$ cat config.mk
export PLATFORM = sky130hd
export DESIGN_NAME = sdram_aref
export DESIGN_NICKNAME = d
export VERILOG_FILES = /design/src/rtl/sdram_aref.sv
export SDC_FILE = /design/constraint.sdc
export NUM_CORES = 1
export LEC_CHECK = 0
export CAP_MARGIN = 20
export CELL_PAD_IN_SITES_DETAIL_PLACEMENT = 1
export CELL_PAD_IN_SITES_GLOBAL_PLACEMENT = 1
export CORE_MARGIN = 5
export CORE_UTILIZATION = 41
export DETAILED_ROUTE_END_ITERATION = 16
export MAX_ROUTING_LAYER = met4
export PLACE_DENSITY_LB_ADDON = 0.1
export SYNTH_ARGS = -nofsm -noshare
export SYNTH_HDL_FRONTEND = slang
export SYNTH_SLANG_ARGS = --single-unit
$ cat constraint.sdc
create_clock -name sysclk_100M -period 4.05 [get_ports sysclk_100M]
set_clock_uncertainty 0.1 [all_clocks]
set_input_delay 1.0125 -clock sysclk_100M [delete_from_list [all_inputs] [get_ports sysclk_100M]]
set_output_delay 1.0125 -clock sysclk_100M [all_outputs]
set_load 0.01 [all_outputs]
$ cat src/rtl/sdram_aref.sv
// SDRAM auto-refresh controller: periodic request to an arbiter, then PRECHARGE-all plus AREF_NUM AUTO_REFRESH.
// Optional sticky missed-deadline flag under `ifdef SDRAM_AREF_OVERDUE_EN; default build ties aref_overdue to 0.
module sdram_aref #(
  parameter int AREF_PERIOD = 780,
  parameter int T_RP        = 2,
  parameter int T_RC        = 7,
  parameter int AREF_NUM    = 2
) (
  input  logic        sysclk_100M,
  input  logic        rst,
  input  logic        init_end_flag,
  input  logic        aref_en,
  output logic        aref_req,
  output logic        aref_end_flag,
  output logic [3:0]  aref_cmd,
  output logic [1:0]  aref_ba,
  output logic [12:0] aref_addr,
  output logic        aref_overdue
);

  localparam int CNT_W  = $clog2(AREF_PERIOD);
  localparam int WAIT_MAX = (T_RP > T_RC) ? T_RP : T_RC;
  localparam int WAIT_W = $clog2(WAIT_MAX + 1);
  localparam int REF_W  = $clog2(AREF_NUM + 1);

  localparam logic [3:0]  CMD_NOP  = 4'b0111;
  localparam logic [3:0]  CMD_PRE  = 4'b0010;
  localparam logic [3:0]  CMD_AREF = 4'b0001;
  localparam logic [12:0] ADDR_IDLE = 13'h1FFF;
  localparam logic [12:0] ADDR_PALL = 13'h0400;

  typedef enum logic [2:0] {IDLE, PRE, TRP, AREF, TRC, DONE} state_t;

  state_t            state;
  logic              init_done;
  logic [CNT_W-1:0]  period_cnt;
  logic [WAIT_W-1:0] wait_cnt;
  logic [REF_W-1:0]  ref_cnt;
  logic              period_wrap;
  logic              accept;

  assign period_wrap = init_done && (period_cnt == CNT_W'(AREF_PERIOD - 1));
  assign accept      = (state == IDLE) && aref_req && aref_en;
  assign aref_ba     = 2'b11;

  // Period timer runs regardless of the FSM, so a wrap mid-burst queues the next request.
  always_ff @(posedge sysclk_100M or posedge rst) begin
    if (rst) begin
      init_done  <= 1'b0;
      period_cnt <= '0;
      aref_req   <= 1'b0;
    end else begin
      if (init_end_flag)
        init_done <= 1'b1;
      if (!init_done || period_wrap)
        period_cnt <= '0;
      else
        period_cnt <= period_cnt + 1'b1;
      if (period_wrap)
        aref_req <= 1'b1;
      else if (accept)
        aref_req <= 1'b0;
    end
  end

  // Outputs are loaded on the edge that enters a state, so they line up with that state.
  always_ff @(posedge sysclk_100M or posedge rst) begin
    if (rst) begin
      state         <= IDLE;
      wait_cnt      <= '0;
      ref_cnt       <= '0;
      aref_cmd      <= CMD_NOP;
      aref_addr     <= ADDR_IDLE;
      aref_end_flag <= 1'b0;
    end else begin
      wait_cnt      <= '0;
      aref_cmd      <= CMD_NOP;
      aref_addr     <= ADDR_IDLE;
      aref_end_flag <= 1'b0;
      case (state)
        IDLE: if (accept) begin
          state     <= PRE;
          ref_cnt   <= '0;
          aref_cmd  <= CMD_PRE;
          aref_addr <= ADDR_PALL;
        end
        PRE: state <= TRP;
        TRP: begin
          if (wait_cnt == WAIT_W'(T_RP - 1)) begin
            state    <= AREF;
            ref_cnt  <= ref_cnt + 1'b1;
            aref_cmd <= CMD_AREF;
          end else begin
            wait_cnt <= wait_cnt + 1'b1;
          end
        end
        AREF: state <= TRC;
        TRC: begin
          if (wait_cnt != WAIT_W'(T_RC - 1)) begin
            wait_cnt <= wait_cnt + 1'b1;
          end else if (ref_cnt < REF_W'(AREF_NUM)) begin
            state    <= AREF;
            ref_cnt  <= ref_cnt + 1'b1;
            aref_cmd <= CMD_AREF;
          end else begin
            state         <= DONE;
            aref_end_flag <= 1'b1;
          end
        end
        DONE:    state <= IDLE;
        default: state <= IDLE;
      endcase
    end
  end

`ifdef SDRAM_AREF_OVERDUE_EN
  always_ff @(posedge sysclk_100M or posedge rst) begin
    if (rst)
      aref_overdue <= 1'b0;
    else if (period_wrap && aref_req)
      aref_overdue <= 1'b1;
  end
`else
  assign aref_overdue = 1'b0;
`endif

endmodule

# --- Word level (Yosys, flattened, before mapping) ---
# Cells that the tools add are included.
classes:
  addsub: 3
  div: 0
  n_shift: 0
  magnitude_cmp: 1
  bitwise: 0
  n_mux: 26
  n_eq_ne: 11
  mul: 0
  reduce_logical: 10
ops:
  columns: ["op", "count"]
  rows:
  - ["two-way mux 3 bit", 10]
  - ["two-way mux 13 bit", 2]
  - ["case mux 3 bit (5 select lines)", 1]
  - ["adder 10 x 1 -> 10 bit (second input constant)", 1]
  - ["== test 10 bit (second input constant)", 1]
  - ["two-way mux 10 bit", 1]
  - ["case mux 3 bit (3 select lines)", 1]
  - ["two-way mux 2 bit", 4]
  - ["!= test 2 bit (second input constant)", 4]
  - ["== test 3 x 1 -> 1 bit (second input constant)", 2]
  - ["== test 3 x 2 -> 1 bit (second input constant)", 2]
  - ["case mux 2 bit (3 select lines)", 1]
  - ["case mux 3 bit (2 select lines)", 1]
  - ["two-way mux 1 bit", 5]
  - ["AND reduction 5 bit", 1]
  - ["adder 3 x 1 -> 3 bit (second input constant)", 1]
  - ["== test 3 bit (second input constant)", 1]
  - ["logical AND 1 bit", 3]
  - ["logical NOT 3 bit", 1]
  - ["!= test 3 bit (second input constant)", 1]
  - ["AND reduction 3 bit", 1]
  - ["nonzero test 3 bit", 1]
  - ["adder 2 x 1 -> 2 bit (second input constant)", 1]
  - ["< comparator 2 bit (second input constant)", 1]
  - ["3 further kinds", 3]
word_totals:
  latchBits: 0
  in_bits: 4
  romBits: 0
  mem_count: 0
  out_inout_bits: 22
  wordCells: 60
  ramBits: 0
  regBits: 38

# --- Logic depth before layout (Yosys ltp) ---
depth:
  word_depth: 5
  mapped_depth: 5
  depth_no_buf: 5

# --- Worst setup path after synthesis ---
# OpenSTA, ideal clock, no wires.
synth_timing:
  kind: "register to output"
  startpoint: "register aref_addr[11]"
  endpoint: "output aref_addr[11]"
  n_path_buf: 1
  path_slack_ns: 2.168
  path_stages_with_launch: 2
  arrival_ns: 0.770
  required_time_ns: 2.938
  path_cell_list: "dfstp_2 > buf_4"
synth_rtl:
  columns: ["element", "line_no", "rtl"]
  rows:
  - ["start: declaration", "17", "output logic [12:0] aref_addr,"]
  - ["start signal: assignment", "73", "aref_addr <= ADDR_IDLE;"]
  - ["start signal: assignment", "78", "aref_addr <= ADDR_IDLE;"]
  - ["start signal: assignment", "85", "aref_addr <= ADDR_PALL;"]
# No word-level cell between the ends.

==> metrics.txt <==
Vias 907; final WL 2450 µm; Die Ht 66.3 µm; 1st-iter DRT viols 48; worst flop-to-flop path startpoint period_cnt[0]$_DFF_PP0_; Crit Path Class flip-flop to output pin; worst skew pair latency 0.32 ns; diodes inserted 0; layout cells sized above 1 0.0993; H-tree depth 1; area grow syn2layout 13.4%; Crit. End Element output pin; Worst EP required 2.94 ns; Routed Antenna Nets 0; Hold Path Depth 1; cell total after placement 180; antenna violations before repair 0; post-layout power 0.536 mW; total clock sinks 25; Yosys warnings 0; Hold Path Origin period_cnt[0]$_DFF_PP0_; synth unique cells 33; Max-slew headroom 0.418; Fin Setup TNS 0 ns; Top delay family on crit path flip-flops; Avg Cell Area, Syn 9.64 µm²; worst-path cell chain clkdlybuf4s50_1; Congestion Overflow GR 0; post-synthesis sequential area ratio 0.485; PortBufs 20; Post-Syn Area 0.00130 mm²; type of origin of the critical path flip-flop; Ports 26; DR pass1 iterations 2; final setup fails 0; worst slew pin tran 0.864 ns; R2R depth 5; TritonCTS clock tree done; vias in the first global route 897; Starting Density 0.426; fin crit share 0.650; Total Routing Usage GR 0.126; critical path data arrival time 1.52 ns; Hold WC Path Type flip-flop to flip-flop; Post-Synthesis Cells 135; crit path from aref_addr[11]$_DFF_PP1_; Peak VDD IR 0.231 mV; gpl congestion 0.749; CP max stage delay 0.64 ns; Num CTS Buffers 3; core box area 0.00305 mm²; critical path peak fanout 12; Crit-path slowest cell dfstp_2; Die Wd 66.3 µm; Max Freq 0.380 GHz; RR Endpoint period_cnt[7]$_DFF_PP0_; Pleak 0.615 nW; first-pass GRT wire length 4160 µm; Die Area 0.00440 mm²; Hold-fix buffers, CTS 0; DRC Markers 0; CP Depth 1; setup bufs post-CTS 0; CTS clk-pin slew, worst paths 0.13 ns; Tmin final 2.63 ns; crit path buf inv count 1; Final Max Slew Viols 0; Reg2Reg Setup Slack 2.03 ns; Max Buffers Root-to-Sink 2; Clock Tree Root clkbuf_4; # rows 20; largest net degree at the start of global routing 26; routed vias/inst 4.90; count of final hold-check violations 0; PD cells 363 mW/mm²; Max-Cap Viols 0; Synth Register Bits 25; RSZ-0062 raised after global routing false; NumNets Final 147; outcome finished clean; Fillers 357; Final HPWL DP 1810 µm; WL per Instance 13.3 µm; WHS Endpoint period_cnt[0]$_DFF_PP0_; Post-Layout Cell Count 185; Post-CTS Resized 0
state kept, by name (all words and copies together), names as in the netlist:
| register | cells |
|---|---|
| period_cnt | 10 |
| aref_cmd | 3 |
| state | 3 |
| wait_cnt | 3 |
| ref_cnt | 2 |
| aref_addr | 1 |
| aref_end_flag | 1 |
| aref_req | 1 |
| init_done | 1 |
logic make-up (layout without fill, tap and decap cells):
logic type | after synthesis | in the layout | share of synthesized area
simple gates | 54 | 54 | 0.204
compound gates | 13 | 13 | 0.0837
mux | 2 | 2 | 0.0154
xor+xnor | 10 | 10 | 0.0673
flops | 25 | 25 | 0.485
fa+ha+maj | 1 | 1 | 0.00961
buf+inv | 28 | 31 | 0.130
other cells | 2 | 5 | 0.00577
cells in the mapped netlist:
master     n  share of area
nand3b_1   2          0.012
and2_1     2         0.0096
buf_4     16          0.092
ha_1       1         0.0096
nor2b_1    2         0.0096
a21oi_1    3          0.012
a22o_1     1         0.0067
or2_2      1         0.0048
a31oi_1    1         0.0048
o32ai_1    1         0.0067
xor2_1     1         0.0067
inv_1      6          0.017
dfstp_2    4          0.081
a22oi_4    1          0.016
a32oi_1    1         0.0067
nor3_1     3          0.012
xnor2_1    9          0.061
dfrtp_1   21           0.40
a41oi_1    1         0.0067
nand2b_1   2         0.0096
or3b_4     1         0.0087
clkbuf_1   3         0.0087
o41ai_2    1          0.013
nand3_1    3          0.012
nor2_1    18          0.052
nor4_1     2         0.0096
nand2_1   12          0.035
nand4_1    4          0.019
buf_2      3          0.012
mux2i_1    2          0.015
conb_1     2         0.0058
o21ai_0    3          0.012
and3_2     2          0.012
power by group:
part | internal, mW | total (mW) | switching [mW]
registers | 0.283 | 0.330 | 0.0474
logic | 0.0466 | 0.0948 | 0.0482
clock network | 0.0385 | 0.111 | 0.0727
total | 0.368 | 0.536 | 0.168
cell type report:
class / instances / area, µm² / share of cell area
Clock buffer: 4 / 26.3 / 0.0178
Inverter: 6 / 22.5 / 0.0153
Multi-Input combinational cell: 85 / 513 / 0.348
Sequential cell: 25 / 631 / 0.427
Tap cell: 44 / 55.1 / 0.0373
Timing Repair Buffer: 21 / 228 / 0.154
routing by layer:
layer	wire length [µm]	track usage	up-vias
li1	-	-	438
met1	1150	0.161	439
met2	1100	0.192	26
met3	188	0.0323	4
met4	18	0.0457	0
met5	0	-	-
worst max-delay path by stage:
stage / to / slack, ns
finish: aref_addr[6] / 1.42
floorplan: aref_addr[11] / 2.17
global placement: wait_cnt[2]$_DFF_PP0_ / 1.75
global route: aref_addr[4] / 1.32
detailed placement: wait_cnt[2]$_DFF_PP0_ / 1.73
CTS: aref_addr[4] / 1.38
placed cells by master (no fill, tap or decap), types with 2 or more instances in the layout:
master	n
nand3_1	3
a21oi_1	3
nor2b_1	2
nor2_1	18
nor4_1	2
conb_1	5
dfstp_2	4
o21ai_0	3
inv_1	6
nor3_1	3
nand2b_1	2
nand3b_1	2
mux2i_1	2
nand4_1	4
and2_1	2
xnor2_1	9
and3_2	2
clkdlybuf4s50_1	20
dfrtp_1	21
nand2_1	12
clkbuf_4	3
metrics by stage:
step | area [µm²] | setup slack, ns | utilization | hold slack [ns]
2_1_floorplan | 1310 | 2.17 | - | 0.355
4_1_cts | 1450 | 1.38 | 0.474 | 0.399
5_1_grt | 1480 | 1.32 | 0.483 | 0.415
3_5_place_dp | 1420 | 1.73 | 0.466 | 0.381
3_3_place_gp | 1420 | 1.75 | 0.466 | 0.382
6_report | 1480 | 1.42 | 0.483 | 0.396
worst reg2reg max path: stages (launching register included):
cell     delay, ns
dfrtp_1       0.41
ha_1          0.21
and2_1        0.18
nand4_1       0.15
o41ai_2       0.71
nor2_1        0.12
(Power assumes the default switching activity.)
